--- src/rtl/serial_subtractor_pkg.sv ---
// rtl/serial_subtractor_pkg.sv - shared state encoding and limits for the bit-serial subtractor
package serial_subtractor_pkg;

  localparam int MAX_WIDTH = 32;

  typedef enum logic [1:0] {
    IDLE  = 2'd0,
    SHIFT = 2'd1,
    DONE  = 2'd2
  } state_t;

endpackage

--- src/rtl/serial_subtractor_full_subtractor.sv ---
// rtl/serial_subtractor_full_subtractor.sv - combinational one-bit full subtractor cell
module full_subtractor (
  input  logic a,
  input  logic b,
  input  logic bor_in,
  output logic diff,
  output logic bor_out
);

  assign diff    = a ^ b ^ bor_in;
  assign bor_out = (~a & b) | (~(a ^ b) & bor_in);

endmodule

--- src/rtl/serial_subtractor.sv ---
// rtl/serial_subtractor.sv - LSB-first bit-serial A - B with start/busy/done handshake
module serial_subtractor
  import serial_subtractor_pkg::*;
#(
  parameter int WIDTH = 8
) (
  input  logic             clk,
  input  logic             rst,
  input  logic             start,
  input  logic [WIDTH-1:0] A,
  input  logic [WIDTH-1:0] B,
  output logic             busy,
  output logic             done,
  output logic [WIDTH-1:0] Diff,
  output logic             Borrow_out,
  output logic             Overflow
);

  localparam int CW = (WIDTH > 1) ? $clog2(WIDTH) : 1;

  if (WIDTH < 1 || WIDTH > MAX_WIDTH) begin : g_width_check
    $error("serial_subtractor: WIDTH out of range");
  end

  state_t           state;
  state_t           state_next;
  logic [WIDTH-1:0] a_sr;
  logic [WIDTH-1:0] b_sr;
  logic [WIDTH-1:0] r_sr;
  logic [WIDTH-1:0] r_next;
  logic [WIDTH-1:0] d_vec;
  logic [CW-1:0]    count;
  logic             bor;
  logic             bor_next;
  logic             d;
  logic             a_msb;
  logic             b_msb;
  logic             last_bit;

  full_subtractor u_cell (
    .a      (a_sr[0]),
    .b      (b_sr[0]),
    .bor_in (bor),
    .diff   (d),
    .bor_out(bor_next)
  );

  assign last_bit = (count == CW'(WIDTH - 1));

  // New bit enters at the MSB end so the result is aligned after WIDTH shifts
  always_comb begin
    d_vec            = '0;
    d_vec[WIDTH-1]   = d;
    r_next           = (r_sr >> 1) | d_vec;
  end

  always_comb begin
    state_next = state;
    case (state)
      IDLE:    if (start) state_next = SHIFT;
      SHIFT:   if (last_bit) state_next = DONE;
      DONE:    state_next = IDLE;
      default: state_next = IDLE;
    endcase
  end

  always_ff @(posedge clk) begin
    if (rst) begin
      state      <= IDLE;
      a_sr       <= '0;
      b_sr       <= '0;
      r_sr       <= '0;
      count      <= '0;
      bor        <= 1'b0;
      a_msb      <= 1'b0;
      b_msb      <= 1'b0;
      Diff       <= '0;
      Borrow_out <= 1'b0;
      Overflow   <= 1'b0;
    end else begin
      state <= state_next;
      case (state)
        IDLE: begin
          if (start) begin
            a_sr  <= A;
            b_sr  <= B;
            a_msb <= A[WIDTH-1];
            b_msb <= B[WIDTH-1];
            r_sr  <= '0;
            count <= '0;
            bor   <= 1'b0;
          end
        end
        SHIFT: begin
          a_sr  <= a_sr >> 1;
          b_sr  <= b_sr >> 1;
          r_sr  <= r_next;
          bor   <= bor_next;
          count <= count + 1'b1;
          // Results are published only once, so observers never see partial bits
          if (last_bit) begin
            Diff       <= r_next;
            Borrow_out <= bor_next;
            Overflow   <= (a_msb != b_msb) && (r_next[WIDTH-1] != a_msb);
          end
        end
        default: ;
      endcase
    end
  end

  assign busy = (state == SHIFT);
  assign done = (state == DONE);

endmodule

--- config.mk ---
export PLATFORM = sky130hd
export DESIGN_NAME = serial_subtractor
export DESIGN_NICKNAME = d
export VERILOG_FILES = /design/src/rtl/serial_subtractor_pkg.sv /design/src/rtl/serial_subtractor_full_subtractor.sv /design/src/rtl/serial_subtractor.sv
export SDC_FILE = /design/constraint.sdc
export NUM_CORES = 1
export LEC_CHECK = 0
export ABC_CLOCK_PERIOD_IN_PS = 2850
export CAP_MARGIN = 20
export CORE_MARGIN = 2
export CORE_UTILIZATION = 40
export DETAILED_ROUTE_END_ITERATION = 8
export GPL_ROUTABILITY_DRIVEN = 0
export PLACE_DENSITY = 0.72
export SYNTH_ARGS = -nofsm -noshare
export SYNTH_HDL_FRONTEND = slang
export SYNTH_HIERARCHICAL = 1
export SYNTH_SLANG_ARGS = --single-unit
export TNS_END_PERCENT = 50
--- constraint.sdc ---
create_clock -name clk -period 2.85 [get_ports clk]
set_input_delay 0.57 -clock clk [delete_from_list [all_inputs] [get_ports clk]]
set_output_delay 0.57 -clock clk [all_outputs]
set_load 0.01 [all_outputs]
After elaboration in Yosys (flattened, before gate mapping):

Cells that the tools add are included.

* equality and inequality tests: 7
* reductions and logical operators: 7
* bitwise operators: 8
* muxes and demuxes: 13
* $add $sub $neg: 1

Operators by type and width (count)
* $pmux 8 s2: 3
* $mux 8: 3
* $or 7x8->8: 1
* $reduce_and 2->1: 4
* $pmux 3 s2: 1
* $mux 2: 2
* $pmux 2 s2: 1
* $add 3x1->3 const B: 1
* $eq 3x3->1 const B: 1
* $mux 3: 1
* $and 1x1->1: 2
* $eq 2x1->1 const B: 1
* $eq 2x2->1 const B: 1
* $logic_not 2->1: 1
* $ne 1x1->1: 2
* $ne 2x1->1 const B: 1
* $ne 2x2->1 const B: 1
* $not 1->1: 2
* $pmux 1 s2: 1
* $reduce_bool 2->1: 1
* $xor 1x1->1: 2
* $logic_and 1x1->1: 1
* $mux 1: 1
* $or 1x1->1: 1

* bits of input ports: 19
* word-level logic and storage cells: 47
* bits in registers: 42
* output and inout port bits: 12

Longest topological paths before layout:

Gate-level depths: netlist of the first run.

* word-level depth: 5
* gate-level depth with buffers: 6
* mapped depth without buffers: 5

Cells and area by module:

Netlist of the first run, hierarchy kept.

By module, submodules not included
* serial_subtractor: instances 1, area an instance 1691.6 um^2, cells each 171
* full_subtractor: instances 1, area an instance 31.3 um^2, cells each 4

Worst setup path after synthesis of the first run:

OpenSTA, ideal clock, no wires.

* path type: register to output
* start point: register state[0]
* end point: output done
* stages on the path, launching flop included: 4
* data required time: 2280 ps
* data arrival time: 785 ps
* setup slack: 1495 ps
* path through: dfxtp_1 buf_6 buf_6 nor2b_1

* word-level cells in the longest chain between the ends: 1

Ends and longest elaborated chain
* start: declaration: RTL line serial_subtractor.sv:25 `state_t state;`
* start signal: assignment: RTL line serial_subtractor.sv:81 `state <= state_next;`
* $eq 2x2->1: RTL line serial_subtractor.sv:113 `assign done = (state == DONE);`
* end: declaration: RTL line serial_subtractor.sv:13 `output logic done,`

Every way passes these cells.

Final worst setup path of the first run:

Ends and elaborated chain as after synthesis.

==> metrics, run 1 <==
status=finished, final reports clean; WL/cell=12.0 um; total number of vias=1275; layout overhead on the synthesized area=24.2%; core area=4090 sq um; Placed Area=2020 sq um; design area=2140 sq um; Die ar.=4850 sq um; Fin. Hold Viols=0; overall die height=69.6 um; Yosys cell types=24; count of final setup violators=0; CTS root buf=clkbuf_8; mean post-synth cell area=9.85 sq um; hold buffer count at CTS=0; clock sinks=41; worst slack at placement=0.746 ns; unrepaired setup endpoints after global routing=false; Clock Skews=0.00653 ns; first-pass GRT wire length=5.33 mm; CTS tree=done; # rows=23; Slew headroom=0.566; CP cell instances=buf_4, nor2b_1, clkdlybuf4s50_1; sequential-to-total area share from yosys stat=0.476; R2R Setup Slk=1.15 ns; total CTS buffers=5; hold_ws=0.456 ns; setup TNS=0 ns; drt drc=0; Synth Register Bits=41; Detailed Routing Iterations Pass 1=4; number of nets with antenna violations after routing=0; FF+latch area=821 sq um; Pwr Density=574 nW/um^2; number of H-tree levels=2; antenna violations before repair=0; kind of cell adding the most delay to the critical path=buffers and inverters; buffers added on ports=30; initial DRC count=83; critical path's slowest cell=clkdlybuf4s50_1; Chip Width=69.6 um; Worst Path Arrival=1.50 ns; post-route clock period utilization=0.726; clk slew on worst S/H paths=0.08 ns; Critical Path Fanout Max=20; nets=223; Final Slew Violations=0; Clk Latency, worst-skew pair=0.29 ns; cell count after synthesis=175; CP max stage delay=0.53 ns; Startpoint Class=register; Antenna Cells=0; Starting Density=0.422; final worst setup slack=0.782 ns; syn nets=197; Worst Tran Pin Value=0.650 ns; crit path time final=2.07 ns; crit path kind=reg2out; Max Buffers Root-to-Sink=2; io pins=31; routed vias/inst=5.06; wirelength, routed=3.03 mm; Max Cap Viol=0; Leak=0.805 nW; Post-CTS Setup Bufs=0; area of the multi-input gates=795 sq um; CP bufs+invs=2; Worst Path Required=2.28 ns; Max Freq=484 MHz; Fillers=386; grt ovf=0; post-synthesis cell area=1720 sq um; largest net degree at the start of global routing=42; hpwl dp=2.04 mm; critical path endpoint category=output pin; HP Class=reg2reg; Worst IR Drop VDD=0.238 mV; vias in the first global route=1201; share of layout cells above drive strength 1=0.119; synth warn=6; post_cts resized=0; GRT Overall Usage=0.137
cell families (layout without fill, tap and decap cells):
kind of cell / count (synthesis) / in the layout / share of synthesized area
compound gates: 38 / 38 / 0.185
fa+ha+maj: 3 / 3 / 0.0261
buf+inv: 19 / 46 / 0.0624
flops: 41 / 41 / 0.476
mux: 18 / 18 / 0.105
simple gates: 56 / 56 / 0.145
worst reg2reg max path: stages, from the launching register on:
cell and delay [ns]:
dfxtp_1 0.33, buf_4 0.30, o21ba_2 0.63, nor2_1 0.13, a211oi_2 0.23
flip-flops by register name (all words and copies together) (netlist names):
name        count
r_sr            7
a_msb           1
state           2
b_sr            8
count           3
Borrow_out      1
Overflow        1
Diff            8
b_msb           1
bor             1
a_sr            8
stage by stage:
step	cells	util	power, mW
final	252	0.524	1.23
after global routing	252	0.524	1.29
after CTS	252	0.524	1.24
after detailed placement	244	0.495	0.765
after global placement	244	0.495	0.762
after floorplan	175	-	0.726
worst paths after layout:
path            start       to  cells past startpoint
max          state[0]     done                      3
min           Diff[4]  Diff[4]                      2
max reg2reg  state[0]  a_sr[4]                      4
min reg2reg   Diff[4]  Diff[4]                      2
cells in the mapped netlist (all sizes together):
cell type	number	share of area
dfxtp	41	0.48
nor2	31	0.068
mux2i	18	0.10
a211oi	15	0.094
a22oi	12	0.052
buf	12	0.047
a21oi	9	0.026
nand2	8	0.017
nand3	8	0.023
inv	4	0.0087
clkbuf	3	0.0065
nor3	3	0.0087
ha	2	0.015
nor2b	2	0.0073
nor3b	2	0.012
and3b	1	0.0051
fa	1	0.012
nand3b	1	0.0044
o21ba	1	0.0058
o21bai	1	0.0065
where the power goes:
group / leakage (nW) / internal, mW / total (mW) / switching (mW)
Sequential: 0.335 / 0.598 / 0.612 / 0.0143
Clock: 0.0585 / 0.285 / 0.477 / 0.191
Combinational: 0.411 / 0.0678 / 0.138 / 0.0702
layer usage:
metal / part of all wire / track usage
met5: 0 / 0
met4: 0.024 / 0.0705
met3: 0.037 / 0.0407
met2: 0.48 / 0.222
met1: 0.45 / 0.163
area by class of cell:
cell class / instances / share of cell area
clock buffer: 7 / 0.0404
timing repair buffer: 34 / 0.154
inverter: 4 / 0.00702
sequential: 41 / 0.384
clock inverter: 1 / 0.0140
multi-input combinational: 115 / 0.371
tap: 50 / 0.0292
cell usage in the layout, fill, tap and decap left out, types with 5 or more instances in the layout:
cell type	Yosys	layout
a211oi_1	5	5
a211oi_2	10	10
a21oi_1	9	9
a22oi_1	12	12
clkbuf_8	0	6
clkdlybuf4s50_1	0	30
dfxtp_1	41	41
mux2i_1	18	18
nand2_1	8	8
nand3_1	8	8
nor2_1	31	31
Note: power is estimated with default switching activity, not from simulation.
==> run 2: changes to the inputs <==
--- a/config.mk
+++ b/config.mk
@@ -5,7 +5,7 @@
 export SDC_FILE = /design/constraint.sdc
 export NUM_CORES = 1
 export LEC_CHECK = 0
-export ABC_CLOCK_PERIOD_IN_PS = 2850
+export ABC_CLOCK_PERIOD_IN_PS = 2000
 export CAP_MARGIN = 20
 export CORE_MARGIN = 2
 export CORE_UTILIZATION = 40
==> constraint.sdc (replaced) <==
create_clock -name clk -period 2 [get_ports clk]
set_input_delay 0.4 -clock clk [delete_from_list [all_inputs] [get_ports clk]]
set_output_delay 0.4 -clock clk [all_outputs]
set_load 0.01 [all_outputs]
==> metrics, run 2 (same netlist as run 1, synthesis figures left out) <==
HP Class=reg2reg; Chip Width=69.6 um; Worst Tran Pin Value=0.483 ns; most frequent cells in the layout=dfxtp_1 (41), nor2_1 (31), clkdlybuf4s50_1 (30); Max Freq=538 MHz; nets=226; CTS tree=done; Post-CTS Setup Bufs=0; crit path kind=reg2out; routed vias/inst=5.02; Worst Path Required=1.60 ns; Starting Density=0.422; number of nets with antenna violations after routing=0; share of layout cells above drive strength 1=0.132; CTS root buf=clkbuf_8; # rows=23; WL met2=1.52 mm; hold buffer count at CTS=0; unrepaired setup endpoints after global routing=false; WL/cell=12.3 um; Critical Path Fanout Max=3; post-route clock period utilization=0.930; GRT Overall Usage=0.140; io pins=31; critical path's slowest cell=clkdlybuf4s50_1; antenna violations before repair=0; Worst Path Arrival=1.46 ns; Die ar.=4850 sq um; clock sinks=41; Worst IR Drop VDD=0.326 mV; design area=2140 sq um; most common cell after layout, fill and taps aside=dfxtp_1; Placed Area=2060 sq um; Slew headroom=0.677; hpwl dp=2.13 mm; total number of vias=1280; status=finished, final reports clean; critical path endpoint category=output pin; final worst setup slack=0.140 ns; layout overhead on the synthesized area=24.3%; overall die height=69.6 um; CP max stage delay=0.57 ns; number of H-tree levels=2; initial DRC count=84; grt ovf=0; clk slew on worst S/H paths=0.08 ns; vias in the first global route=1233; Startpoint Class=register; setup TNS=0 ns; Detailed Routing Iterations Pass 1=4; Total Power=1.59 mW; core area=4090 sq um; buffers added on ports=30; CP cell instances=nor2b_1, clkdlybuf4s50_1; total CTS buffers=5; worst slack at placement=0.316 ns; Final Slew Violations=0; Antenna Cells=0; count of final setup violators=0; wirelength, routed=3.14 mm; Clock Skews=0.00492 ns; Top Registers=Diff x8, a_sr x8, b_sr x8; met1 wire length=1.44 mm; Pwr Density=745 nW/um^2; post_cts resized=0; Post-Layout Cell Count=255; hold_ws=0.455 ns; top routing layer in use=met4; met3 WL=120 um; Placed Cells=247; Max Buffers Root-to-Sink=2; Fillers=388; Fin. Hold Viols=0; drt drc=0; Clk Latency, worst-skew pair=0.29 ns; post-layout util=0.524; first-pass GRT wire length=5.47 mm; Max Cap Viol=0; largest net degree at the start of global routing=42; Leak=0.810 nW; crit path time final=1.86 ns
## run 2: cell types whose count changed in the layout (fill, tap and decap cells not counted)
| cell | previous run | this run |
|---|---|---|
| bufinv_16 | 1 | 0 |
| clkinv_2 | 0 | 2 |
| buf_12 | 0 | 1 |
| buf_4 | 4 | 6 |
| clkbuf_8 | 6 | 5 |
## run 2: power by group
group | leakage, nW | internal (mW) | switching [mW]
Combinational | 0.430 | 0.104 | 0.103
Sequential | 0.335 | 0.852 | 0.0196
Clock | 0.0450 | 0.242 | 0.274
## run 2: worst max-delay path, delay by kind of cell, from the launching register on
kind / cells / cell delay, ns
DFF: 1 / 0.36
buffers and inverters: 1 / 0.57
and+or+nand+nor: 1 / 0.23
## run 2: worst paths after layout
| path | from | end | slack [ns] | depth (start not counted) |
|---|---|---|---|---|
| setup / recovery | state[0] | busy | 0.14 | 2 |
| hold / removal | Diff[3] | Diff[3] | 0.45 | 2 |
| setup reg to reg | state[0] | Overflow | 0.43 | 4 |
| hold reg to reg | Diff[3] | Diff[3] | 0.45 | 2 |
## run 2: cell type report
cell class | instances | area (sq um) | share of cell area
Clock buffer | 6 | 72.6 | 0.0339
Multi-Input combinational cell | 115 | 795 | 0.371
Timing Repair Buffer | 37 | 365 | 0.171
Clock inverter | 2 | 10.0 | 0.00468
Inverter | 4 | 15.0 | 0.00701
Tap cell | 50 | 62.6 | 0.0292
Sequential cell | 41 | 821 | 0.383
## run 2: metal layers
| metal | up-vias | GRT usage |
|---|---|---|
| met4 | 0 | 0.0577 |
| met3 | 6 | 0.0451 |
| met1 | 587 | 0.169 |
| met2 | 18 | 0.229 |
| li1 | 669 | - |
| met5 | - | 0 |
==> run 3: changes to the inputs <==
==> constraint.sdc (replaced) <==
create_clock -name clk -period 2 [get_ports clk]
set_input_delay 0.4 -clock clk [delete_from_list [all_inputs] [get_ports clk]]
set_output_delay 0.4 -clock clk [all_outputs]
set_load 0.02 [all_outputs]
==> metrics, run 3 (same netlist as run 1, synthesis figures left out) <==
status=finished, final reports clean; met3 Resource Use GR=0.0451; crit path kind=reg2out; unrepaired setup endpoints after global routing=false; kind of cell adding the most delay to the critical path=buffers and inverters; Startpoint Class=register; HP Start=Borrow_out; hpwl dp=2.11 mm; io pins=31; hold buffer count at CTS=0; setup TNS=0 ns; initial DRC count=60; Starting Density=0.422; critical path endpoint category=output pin; CP cell instances=nor2b_1, clkdlybuf4s50_1; count of final setup violators=0; layout overhead on the synthesized area=24.5%; Top Registers=Diff x8, a_sr x8, b_sr x8; Max Freq=525 MHz; post-layout util=0.525; Clock Skews=0.00652 ns; clk slew on worst S/H paths=0.07 ns; Placed Cells=246; CP startpoint=state[1]; Fillers=386; core area=4090 sq um; total CTS buffers=5; nets=225; largest net degree at the start of global routing=42; met1 GRT Util=0.149; CTS root buf=clkbuf_8; # rows=23; Post-Layout Cell Count=254; GRT Overall Usage=0.137; first-pass GRT wire length=5.28 mm; HP Class=reg2reg; Chip Width=69.6 um; most frequent cells in the layout=dfxtp_1 (41), nor2_1 (31), clkdlybuf4s50_1 (30); Total Power=1.59 mW; Worst Tran Pin Value=0.476 ns; Antenna Cells=0; post-route clock period utilization=0.952; critical path's slowest cell=clkdlybuf4s50_1; CTS tree=done; design area=2150 sq um; most common cell after layout, fill and taps aside=dfxtp_1; Worst Path Arrival=1.50 ns; crit path time final=1.90 ns; CP bufs+invs=1; Post-CTS Setup Bufs=0; grt ovf=0; hold_ws=0.459 ns; Detailed Routing Iterations Pass 1=4; Critical Path Fanout Max=7; GR peak layer=met2; Max Cap Viol=0; Placed Area=2060 sq um; CP max stage delay=0.62 ns; M2 GR Usage=0.236; worst slack at placement=0.327 ns; total number of vias=1292; Final Slew Violations=0; number of H-tree levels=2; Die ar.=4850 sq um; post_cts resized=0; drt drc=0; clock sinks=41; share of layout cells above drive strength 1=0.127; overall die height=69.6 um; Fin. Hold Viols=0; buffers added on ports=30; Max Buffers Root-to-Sink=2; Worst Path Required=1.60 ns; number of nets with antenna violations after routing=0; Reg-to-Reg Start=count[0]; routed vias/inst=5.09; Worst IR Drop VDD=0.312 mV; Slew headroom=0.682; Clk Latency, worst-skew pair=0.29 ns; Leak=0.811 nW; antenna violations before repair=0; vias in the first global route=1185; final worst setup slack=0.0952 ns; WL/cell=12.4 um; wirelength, routed=3.16 mm; Pwr Density=742 nW/um^2
## run 3: worst paths after layout
check / to / slack [ns] / cells after the start
max: done / 0.1 / 2
max reg2reg: Diff[7] / 0.51 / 5
min: Borrow_out / 0.46 / 2
min reg2reg: Borrow_out / 0.46 / 2
## run 3: routing by layer
layer | share of wire | vias up
met1 | 0.45 | 595
li1 | - | 670
met5 | 0 | -
met4 | 0.025 | 0
met3 | 0.041 | 7
met2 | 0.48 | 20
## run 3: layout make-up
cell class	count	area (sq um)	share of cell area
multi-input combinational	115	795	0.370
tap	50	62.6	0.0292
sequential	41	821	0.383
clock inverter	2	10.0	0.00466
clock buffer	6	72.6	0.0338
timing repair buffer	36	370	0.173
inverter	4	15.0	0.00700
## run 3: power by group
group | switching [mW] | internal [mW]
clock | 0.270 | 0.242
combinational | 0.102 | 0.106
sequential | 0.0201 | 0.852
## run 3: worst register-to-register path: stages, from the launching register on
cell	delay, ns
dfxtp_1	0.33
ha_1	0.20
ha_1	0.20
nand3b_1	0.36
mux2i_1	0.24
nor2_1	0.07
